### src/rtl/hazard_controller.sv
// Pipeline sequencing controller for the 5-stage MIPS datapath.
// Stalls the front end on load-use and branch-operand hazards, flushes IF/ID on taken
// branches resolved in ID, freezes the front end while a multi-cycle EX op runs, and
// produces registered forwarding selects for the two EX operand muxes.
// Optional: define HAZARD_PERF_CNT_EN to add the saturating stall_cycles counter.
module hazard_controller #(
  parameter int unsigned RW        = 5,
  parameter int unsigned MC_CYCLES = 4
) (
  input  logic          clk,
  input  logic          rst,
  input  logic [RW-1:0] id_rs,
  input  logic [RW-1:0] id_rt,
  input  logic          id_branch,
  input  logic          branch_taken,
  input  logic          id_multi,
  input  logic [RW-1:0] ex_rd,
  input  logic          ex_reg_write,
  input  logic          ex_mem_read,
  input  logic [RW-1:0] mem_rd,
  input  logic          mem_reg_write,
  input  logic          mem_mem_read,
  output logic          pc_write,
  output logic          ifid_write,
  output logic          ifid_flush,
  output logic          idex_write,
  output logic          idex_bubble,
  output logic          exmem_bubble,
  output logic [1:0]    fwd_a,
  output logic [1:0]    fwd_b,
  output logic          mc_busy
`ifdef HAZARD_PERF_CNT_EN
  ,
  output logic [15:0]   stall_cycles
`endif
);

  typedef enum logic [0:0] {StRun, StMcBusy} state_e;

  // Counter load value: the issuing RUN cycle is not counted, the final RUN cycle is.
  localparam logic [3:0] McInit = 4'(MC_CYCLES - 1);

  state_e     state_q, state_d;
  logic [3:0] cnt_q, cnt_d;
  logic [1:0] fwd_a_q, fwd_b_q;
  logic [1:0] fwd_a_d, fwd_b_d;
  logic       lu_haz, br_haz, stall;

  // Register 0 is hardwired to zero, so it never creates a dependency.
  function automatic logic src_match(input logic [RW-1:0] r,
                                     input logic [RW-1:0] a,
                                     input logic [RW-1:0] b);
    return (r != '0) && ((r == a) || (r == b));
  endfunction

  // EX producer is younger than MEM producer, so it takes priority.
  function automatic logic [1:0] fwd_sel(input logic [RW-1:0] src,
                                         input logic          exw,
                                         input logic [RW-1:0] exrd,
                                         input logic          memw,
                                         input logic [RW-1:0] memrd);
    if (src == '0) begin
      return 2'b00;
    end else if (exw && (exrd == src)) begin
      return 2'b10;
    end else if (memw && (memrd == src)) begin
      return 2'b01;
    end
    return 2'b00;
  endfunction

  // Hazard detection, evaluated in the same cycle as the instruction sits in ID.
  always_comb begin
    lu_haz = ex_mem_read && src_match(ex_rd, id_rs, id_rt);
    br_haz = id_branch && ((ex_reg_write && src_match(ex_rd, id_rs, id_rt)) ||
                           (mem_mem_read && src_match(mem_rd, id_rs, id_rt)));
    stall  = lu_haz || br_haz;
    fwd_a_d = fwd_sel(id_rs, ex_reg_write, ex_rd, mem_reg_write, mem_rd);
    fwd_b_d = fwd_sel(id_rt, ex_reg_write, ex_rd, mem_reg_write, mem_rd);
  end

  // Next-state and pipeline control outputs.
  always_comb begin
    state_d      = state_q;
    cnt_d        = cnt_q;
    pc_write     = 1'b0;
    ifid_write   = 1'b0;
    ifid_flush   = 1'b0;
    idex_write   = 1'b1;
    idex_bubble  = 1'b0;
    exmem_bubble = 1'b0;
    mc_busy      = 1'b0;
    if (rst) begin
      idex_bubble = 1'b1;
    end else begin
      unique case (state_q)
        StRun: begin
          if (stall) begin
            // Stall wins over a taken branch and defers a multi-cycle op.
            idex_bubble = 1'b1;
          end else begin
            pc_write   = 1'b1;
            ifid_write = 1'b1;
            ifid_flush = id_branch && branch_taken;
            if (id_multi) begin
              state_d = StMcBusy;
              cnt_d   = McInit;
            end
          end
        end
        StMcBusy: begin
          idex_write   = 1'b0;
          exmem_bubble = 1'b1;
          mc_busy      = 1'b1;
          if (cnt_q <= 4'd1) begin
            state_d = StRun;
            cnt_d   = 4'd0;
          end else begin
            cnt_d = cnt_q - 4'd1;
          end
        end
      endcase
    end
  end

  // State and occupancy counter.
  always_ff @(posedge clk or posedge rst) begin
    if (rst) begin
      state_q <= StRun;
      cnt_q   <= 4'd0;
    end else begin
      state_q <= state_d;
      cnt_q   <= cnt_d;
    end
  end

  // Forwarding selects travel with the instruction into ID/EX.
  always_ff @(posedge clk or posedge rst) begin
    if (rst) begin
      fwd_a_q <= 2'b00;
      fwd_b_q <= 2'b00;
    end else if (idex_bubble) begin
      fwd_a_q <= 2'b00;
      fwd_b_q <= 2'b00;
    end else if (idex_write) begin
      fwd_a_q <= fwd_a_d;
      fwd_b_q <= fwd_b_d;
    end
  end

  assign fwd_a = fwd_a_q;
  assign fwd_b = fwd_b_q;

`ifdef HAZARD_PERF_CNT_EN
  logic [15:0] stall_cycles_q;

  // Saturating count of cycles in which the PC did not advance.
  always_ff @(posedge clk or posedge rst) begin
    if (rst) begin
      stall_cycles_q <= 16'd0;
    end else if (!pc_write && (stall_cycles_q != 16'hFFFF)) begin
      stall_cycles_q <= stall_cycles_q + 16'd1;
    end
  end

  assign stall_cycles = stall_cycles_q;
`endif

endmodule
### config.mk
export PLATFORM = sky130hd
export DESIGN_NAME = hazard_controller
export DESIGN_NICKNAME = d
export VERILOG_FILES = /design/src/rtl/hazard_controller.sv
export SDC_FILE = /design/constraint.sdc
export NUM_CORES = 1
export LEC_CHECK = 0
export CELL_PAD_IN_SITES_DETAIL_PLACEMENT = 0
export CELL_PAD_IN_SITES_GLOBAL_PLACEMENT = 1
export CORE_MARGIN = 5
export CORE_UTILIZATION = 28
export DETAILED_ROUTE_END_ITERATION = 16
export GPL_TIMING_DRIVEN = 0
export PLACE_DENSITY = 0.87
export SLEW_MARGIN = 20
export SYNTH_ARGS = -nofsm -noshare
export SYNTH_HDL_FRONTEND = slang
export SYNTH_SLANG_ARGS = --single-unit
### constraint.sdc
create_clock -name clk -period 2.1 [get_ports clk]
set_input_delay 0.42 -clock clk [delete_from_list [all_inputs] [get_ports clk]]
set_output_delay 0.42 -clock clk [all_outputs]
set_load 0.01 [all_outputs]
==> results of run 1 <==
worst min path at each step:
stage                     slack (ps)        to
after floorplan                  270  cnt_q[0]
after global placement           490  fwd_b[0]
after detailed placement         490  fwd_b[0]
after CTS                        360  fwd_b[1]
after global routing             230  fwd_a[1]
final                            220  fwd_b[1]
logic make-up after synthesis:
kind of cell	count (synthesis)	share of synthesized area (%)
flops	9	28.3
xor+xnor	20	22.0
compound gates	16	14.6
buf+inv	7	5.20
simple gates	38	26.6
fa+ha+maj	2	3.15
routing by layer:
layer	wire length (µm)	vias to the layer above
met5	0	-
met4	27	0
met3	266	6
met1	1120	467
li1	-	466
met2	1530	53
cells in the final DEF (no fill, tap or decap), types with 2 or more instances in the layout:
master	count
xnor2_2	10
inv_1	2
a221o_1	2
buf_4	29
dfrtp_1	8
and3b_2	2
xnor2_1	2
nor3_1	6
buf_6	13
clkdlybuf4s50_1	12
nand2_1	4
buf_2	5
and3_4	2
nor3_2	4
nand2_2	2
or4_1	2
ha_1	2
a32o_1	2
xor2_1	7
dlygate4sd2_1	2
a21oi_1	5
a22o_1	2
clkbuf_4	3
clkbuf_2	2
buf_8	2
nand3_1	4
nor2_1	6
flip-flops by register name, indices dropped and copies added (netlist names):
signal and flops:
fwd_b 2, state_q 1, cnt_q 4, fwd_a 2
metrics by stage:
| step | worst slack (ps) | cell area [µm²] | TNS (ps) | std cells | power [mW] |
|---|---|---|---|---|---|
| global route | -105 | 1560 | -455 | 190 | 0.994 |
| finish | -48.6 | 1560 | -138 | 190 | 0.924 |
| floorplan | 186 | 795 | 0 | 92 | 0.507 |
| detailed placement | -944 | 1220 | -7040 | 162 | 0.700 |
| global placement | -938 | 1220 | -6590 | 162 | 0.678 |
| CTS | 0.120 | 1370 | 0 | 187 | 0.851 |
power groups by stage:
stage                     combinational [mW]  sequential, mW  clock, mW
after global placement                 0.411           0.267          0
after CTS                              0.442           0.269      0.140
final                                  0.506           0.279      0.138
after global routing                   0.557           0.286      0.151
after floorplan                        0.249           0.258          0
after detailed placement               0.430           0.270          0
cell type report:
cell class	count	area share, %
multi-input cells	76	43.0
clock buffers	4	1.68
well taps	31	2.48
repair buffers	64	35.8
flip-flops and latches	9	14.5
inverters	4	1.36
plain buffers	2	1.20
tightest hold or removal path, stage by stage:
cell	delay, ps
clkbuf_2	130
clkinvlp_4	90
buf_4	190
what timing repair did:
action	in CTS	in global routing
endpoints found under the hold margin	0	0
gates resized for setup	106	61
buffers inserted	22	4
endpoints found under the setup margin	9	9
pin swaps	25	25
==> out/qor.json, run 1 <==
{
  "worstPathCellList": "buf_4 > xnor2_1 > nand3_1 > nor3_2 > buf_4 > o21ai_4 > and3_4 > and3_4 > buf_6",
  "final-max-slew-violation-count": 0,
  "antenna_violating_nets_post_route": 0,
  "total_routing_resource_utilization_after_global_routing_pct": 13.9,
  "num-nets-final": 191,
  "power_frac_clock_pct": 15.0,
  "r2r-end": "cnt_q[0]",
  "clock_skew_ps": 5.09,
  "critical_path.endpoint": "ifid_flush",
  "die_w_um": 63.3,
  "synth_top_cells_by_count": "xnor2_1 (12), dfrtp_1 (9), nor3_1 (9)",
  "synth.yosys.warnings": 0,
  "asyncSetResetFlopFracSynth_pct": 100,
  "synthMostInstantiatedCell": "xnor2_1",
  "grt_start_max_net_pins": 12,
  "power.share.combinational_pct": 54.8,
  "critical_path.n_buffers_inverters": 3,
  "fp.dieArea_mm2": 0.00400,
  "globalRouteMet1Util_pct": 15.1,
  "min_path_type": "in2async",
  "timing.critical_path.max_delay_family": "simple AND/OR/NAND/NOR gates",
  "dominantRegCellSynth": "dfrtp_1",
  "cp-startpoint": "ex_rd[2]",
  "setup_viol": 4,
  "synth_top_cell_area_share_pct": 28.3,
  "worst_r2r_startpoint": "cnt_q[0]",
  "cts_buf_count": 3,
  "worst-slew-pin-transition_ps": 446,
  "synth_area_leader_cell": "dfrtp_1",
  "vias_post_dr": 992,
  "timing.slew.headroom_pct": 70.0,
  "final-seq-area_um2": 226,
  "grtUsageMet3_pct": 4.44,
  "power.internal_mw": 0.570,
  "synth.cell_area_um2": 795,
  "share_seq_of_total_power_pct": 30.2,
  "vias_per_cell": 5.22,
  "swShare_pct": 38.3,
  "dr.first_iter.drc_count": 19,
  "peakVddDrop_mv": 0.663,
  "grtUsageMet2_pct": 25.5,
  "violations": "negative setup slack",
  "dr.pass1.iters": 4,
  "synth_seq_cells": 9,
  "static-leakage-power_nw": 0.719,
  "ff2ff_setup_slack_ps": 520,
  "criticalPathCategory": "in2out",
  "layout_worst_path_cycle_share_pct": 102,
  "crit_end_element": "primary output",
  "postSynthNetCount": 123,
  "post_route_core_utilization_pct": 57.2,
  "slowest_delay_ps": 220,
  "clk_path_buf_depth": 2,
  "outcome": "finished, violations left",
  "grt_pass1_wl_mm": 4.63,
  "post-route-worst-setup-slack_ps": -48.6,
  "netlist_instances": 92,
  "unrepaired_setup_endpoints_after_global_routing": "true",
  "worst_endpoint_data_arrival_time_ps": 1730,
  "synth_seq_area_share_pct": 28.3,
  "port-buffer-count": 39,
  "multiInputGateArea_um2": 672,
  "ys_top_cells_by_area": "dfrtp_1 (28%), xnor2_1 (13%), xor2_1 (8.8%)",
  "synth_cell_types": 28,
  "net-switching-power_mw": 0.354,
  "fillerInstances": 254,
  "fmaxAchievable_mhz": 465,
  "die_height_um": 63.3,
  "syn_area_per_cell_um2": 8.64,
  "grt-ovfl-total": 0,
  "floorplan.rows": 19,
  "ctsHtreeMaxLevel": 1,
  "syn_to_final_growth_pct": 96.7,
  "slowest_stage": "nor3_2",
  "top_usage_layer": "met2",
  "worstRegToRegCells": 6,
  "timing.hold.ws_ps": 222,
  "timing.max_cap.violations": 0,
  "drcViolationCount": 0,
  "wirelength_mm": 2.94,
  "initial_antenna_violation_count": 0,
  "worstSetupPathDepth": 9,
  "clockRootBuffer": "clkbuf_4",
  "worst-path-max-fanout": 4,
  "proportion_of_layout_cells_with_a_drive_suffix_above_1_pct": 54.7,
  "power_density_mw_per_mm2": 591,
  "placeableCoreArea_mm2": 0.00273,
  "start_kind": "primary input",
  "post_cts_hold_buffer_count": 0,
  "worst_setup_hold_path_clk_slew_ps": 70,
  "diode_count": 0,
  "globalplace.congestion": 0.836,
  "fin_crit_ps": 2150,
  "insertion_delay_ps": 260,
  "io_pins": 40,
  "number_of_flops_mapped_to_enable_cells_by_yosys": 0,
  "timing.critical_path.required_ps": 1680,
  "routedWlPerCell_um": 15.5,
  "grt_pass1_vias": 1087,
  "start_util_pct": 29.1,
  "hpwl_mm": 1.98,
  "final-hold-violation-count": 0,
  "clock_tree_from_tritoncts": "yes",
  "numClockSinks": 9
}
No activity file was read; power rests on OpenSTA's default activity.
==> inputs of run 2 (changes only) <==
- CORE_UTILIZATION: 28 -> 29
- CTS_BUF_LIST: not set -> sky130_fd_sc_hd__clkbuf_4 sky130_fd_sc_hd__clkbuf_8
- PLACE_DENSITY: 0.87 -> 0.89
==> run 2 against run 1 <==
The flow now finishes without violations; highest routed layer unchanged; worst setup slack better by 91 ps; critical path depth down 1; global-route usage down 0.78 points; critical path type unchanged; largest power group unchanged; register-to-register slack better by 50 ps; routed wire length down 14%; first-iteration DRC count up 68%.
==> out/qor.json, run 2 (same netlist as run 1, synthesis figures left out) <==
{
  "outcome": "finished clean",
  "timing.critical_path.required": {"value": 1680, "unit": "ps", "change": "about the same"},
  "start_util": {"value": 29.6, "unit": "%", "change": "+0.51 points"},
  "peakVddDrop": {"value": 0.467, "unit": "mV", "change": "-30%"},
  "worst_setup_hold_path_clk_slew": {"value": 60, "unit": "ps", "change": "about the same"},
  "start_kind": "primary input",
  "wirelength": {"value": 2.54, "unit": "mm", "change": "-14%"},
  "worst_endpoint_data_arrival_time": {"value": 1640, "unit": "ps", "change": "-90 ps"},
  "clock_tree_from_tritoncts": "yes",
  "fp.dieArea": {"value": 0.00389, "unit": "mm²", "change": "-2.9%"},
  "floorplan.rows": {"value": 19, "change": "unchanged"},
  "setup_viol": {"value": 0, "change": "-4"},
  "crit_end_element": "primary output",
  "power_density": {"value": 633, "unit": "mW/mm²", "change": "+7.0%"},
  "final-hold-violation-count": {"value": 0, "change": "unchanged"},
  "globalplace.congestion": {"value": 0.887, "change": "+6.1%"},
  "top_usage_layer": "met2",
  "clock_skew": {"value": 6.59, "unit": "ps", "change": "+1.50 ps"},
  "worst-slew-pin-transition": {"value": 429, "unit": "ps", "change": "-17.7 ps"},
  "grt-ovfl-total": {"value": 0, "change": "unchanged"},
  "layout.cells.non_filler": {"value": 180, "change": "-5.3%"},
  "fillerInstances": {"value": 262, "change": "+3.1%"},
  "globalRouteMet1Util": {"value": 15.3, "unit": "%", "change": "+0.21 points"},
  "post_cts_hold_buffer_count": {"value": 0, "change": "unchanged"},
  "timing.max_cap.violations": {"value": 0, "change": "unchanged"},
  "grt_start_max_net_pins": {"value": 12, "change": "unchanged"},
  "criticalPathCategory": "in2out",
  "die_w": {"value": 62.3, "unit": "µm", "change": "-1.5%"},
  "worst-path-max-fanout": {"value": 3, "change": "-1"},
  "drcViolationCount": {"value": 0, "change": "unchanged"},
  "fmaxAchievable": {"value": 486, "unit": "MHz", "change": "+4.4%"},
  "layout.cells.most_common_list": "buf_4 (18), clkdlybuf4s50_1 (12), buf_6 (10), dfrtp_1 (9), xor2_1 (8)",
  "routedWlPerCell": {"value": 14.1, "unit": "µm", "change": "-8.9%"},
  "io_pins": {"value": 40, "change": "unchanged"},
  "largest_register": "cnt_q",
  "clk_path_buf_depth": {"value": 2, "change": "unchanged"},
  "min_path_type": "in2async",
  "unrepaired_setup_endpoints_after_global_routing": "true",
  "mostFrequentLayoutCell": "buf_4",
  "timing.slew.headroom": {"value": 71.2, "unit": "%", "change": "+1.2 points"},
  "grt_pass1_vias": {"value": 997, "change": "-8.3%"},
  "ctsHtreeMaxLevel": {"value": 1, "change": "unchanged"},
  "timing.hold.ws": {"value": 245, "unit": "ps", "change": "+23.4 ps"},
  "dr.pass1.iters": {"value": 4, "change": "unchanged"},
  "antenna_violating_nets_post_route": {"value": 0, "change": "unchanged"},
  "proportion_of_layout_cells_with_a_drive_suffix_above_1": {"value": 45.6, "unit": "%", "change": "-9.1 points"},
  "fin_crit": {"value": 2060, "unit": "ps", "change": "-91.2 ps"},
  "diode_count": {"value": 0, "change": "unchanged"},
  "post_route_core_utilization": {"value": 52.5, "unit": "%", "change": "-4.6 points"},
  "grtUsageMet2": {"value": 22.5, "unit": "%", "change": "-3.0 points"},
  "cts_buf_count": {"value": 3, "change": "unchanged"},
  "placeableCoreArea": {"value": 0.00269, "unit": "mm²", "change": "-1.7%"},
  "final-max-slew-violation-count": {"value": 0, "change": "unchanged"},
  "vias_post_dr": {"value": 926, "change": "-6.7%"},
  "dr.first_iter.drc_count": {"value": 32, "change": "+13"},
  "dp_cells": {"value": 162, "change": "unchanged"},
  "vias_per_cell": {"value": 5.14, "change": "-1.5%"},
  "grtUsageMet3": {"value": 4.32, "unit": "%", "change": "-0.12 points"},
  "port-buffer-count": {"value": 39, "change": "unchanged"},
  "static-leakage-power": {"value": 0.640, "unit": "nW", "change": "-11%"},
  "layout_worst_path_cycle_share": {"value": 98.0, "unit": "%", "change": "-4.3 points"},
  "insertion_delay": {"value": 260, "unit": "ps", "change": "about the same"},
  "hpwl": {"value": 1.95, "unit": "mm", "change": "-1.4%"},
  "clockRootBuffer": "clkbuf_4",
  "numClockSinks": {"value": 9, "change": "unchanged"},
  "number_of_flip_flops_in_the_largest_register": {"value": 4, "change": "unchanged"},
  "total_routing_resource_utilization_after_global_routing": {"value": 13.1, "unit": "%", "change": "-0.78 points"},
  "syn_to_final_growth_pct": 77.6,
  "die_height": {"value": 62.3, "unit": "µm", "change": "-1.5%"},
  "num-nets-final": {"value": 181, "change": "-5.2%"},
  "initial_antenna_violation_count": {"value": 0, "change": "unchanged"},
  "grt_pass1_wl": {"value": 4.31, "unit": "mm", "change": "-7.0%"}
}
==> run 2: changes by cell type in the layout (fill, tap and decap cells not counted), sizes merged <==
| cell | change |
|---|---|
| buf | -14 |
| clkbuf | +3 |
| clkdlybuf4s15 | +1 |
==> run 2: area by class of cell <==
cell class,instances,area [µm²],share of cell area [%]
plain buffers,2,15.0,1.06
clock buffers,4,30.0,2.13
inverters,4,21.3,1.51
multi-input cells,76,619,43.9
flip-flops and latches,9,225,16.0
well taps,31,38.8,2.75
repair buffers,54,462,32.7
==> run 2: path summary, 6_finish.rpt <==
path,start,endpoint,slack [ps],depth (start not counted)
hold / removal,rst,cnt_q[3],250,3
setup / recovery,id_rs[2],ifid_flush,40,8
min in group clk,fwd_b[0],fwd_b[0],500,1
max in group asynchronous,rst,state_q,1700,3
hold reg to reg,fwd_b[0],fwd_b[0],500,1
setup reg to reg,cnt_q[0],cnt_q[1],570,6
==> run 2: timing repair <==
action,in CTS,in global routing
pin swaps,25,17
gates resized for setup,100,40
setup endpoints to repair,9,8
buffers inserted,13,2
==> run 2: worst max-delay path, stage by stage <==
cell       delay, ps
buf_6            110
xnor2_2          150
nand3_1          110
nor3_2           220
o2111ai_2        160
and3_4           200
and3_4           160
buf_6            110
==> run 2: layer usage <==
metal / vias up / routed length, µm
li1: 448 / -
met1: 428 / 978
met2: 48 / 1310
met3: 2 / 235
met4: 0 / 16
met5: - / 0
==> run 2: through the flow <==
step / setup slack [ps] / instance area, µm² / setup TNS, ps / total power [mW]
floorplan: 186 / 795 / 0 / 0.507
global placement: -984 / 1220 / -6670 / 0.677
detailed placement: -1020 / 1220 / -7510 / 0.692
CTS: 3.84 / 1300 / 0 / 0.847
global route: -55.4 / 1410 / -231 / 0.970
finish: 42.7 / 1410 / 0 / 0.893
==> run 2: report_power, final <==
group / internal (mW) / switching (mW)
logic: 0.255 / 0.215
clock network: 0.0861 / 0.0609
registers: 0.218 / 0.0576
total: 0.560 / 0.333
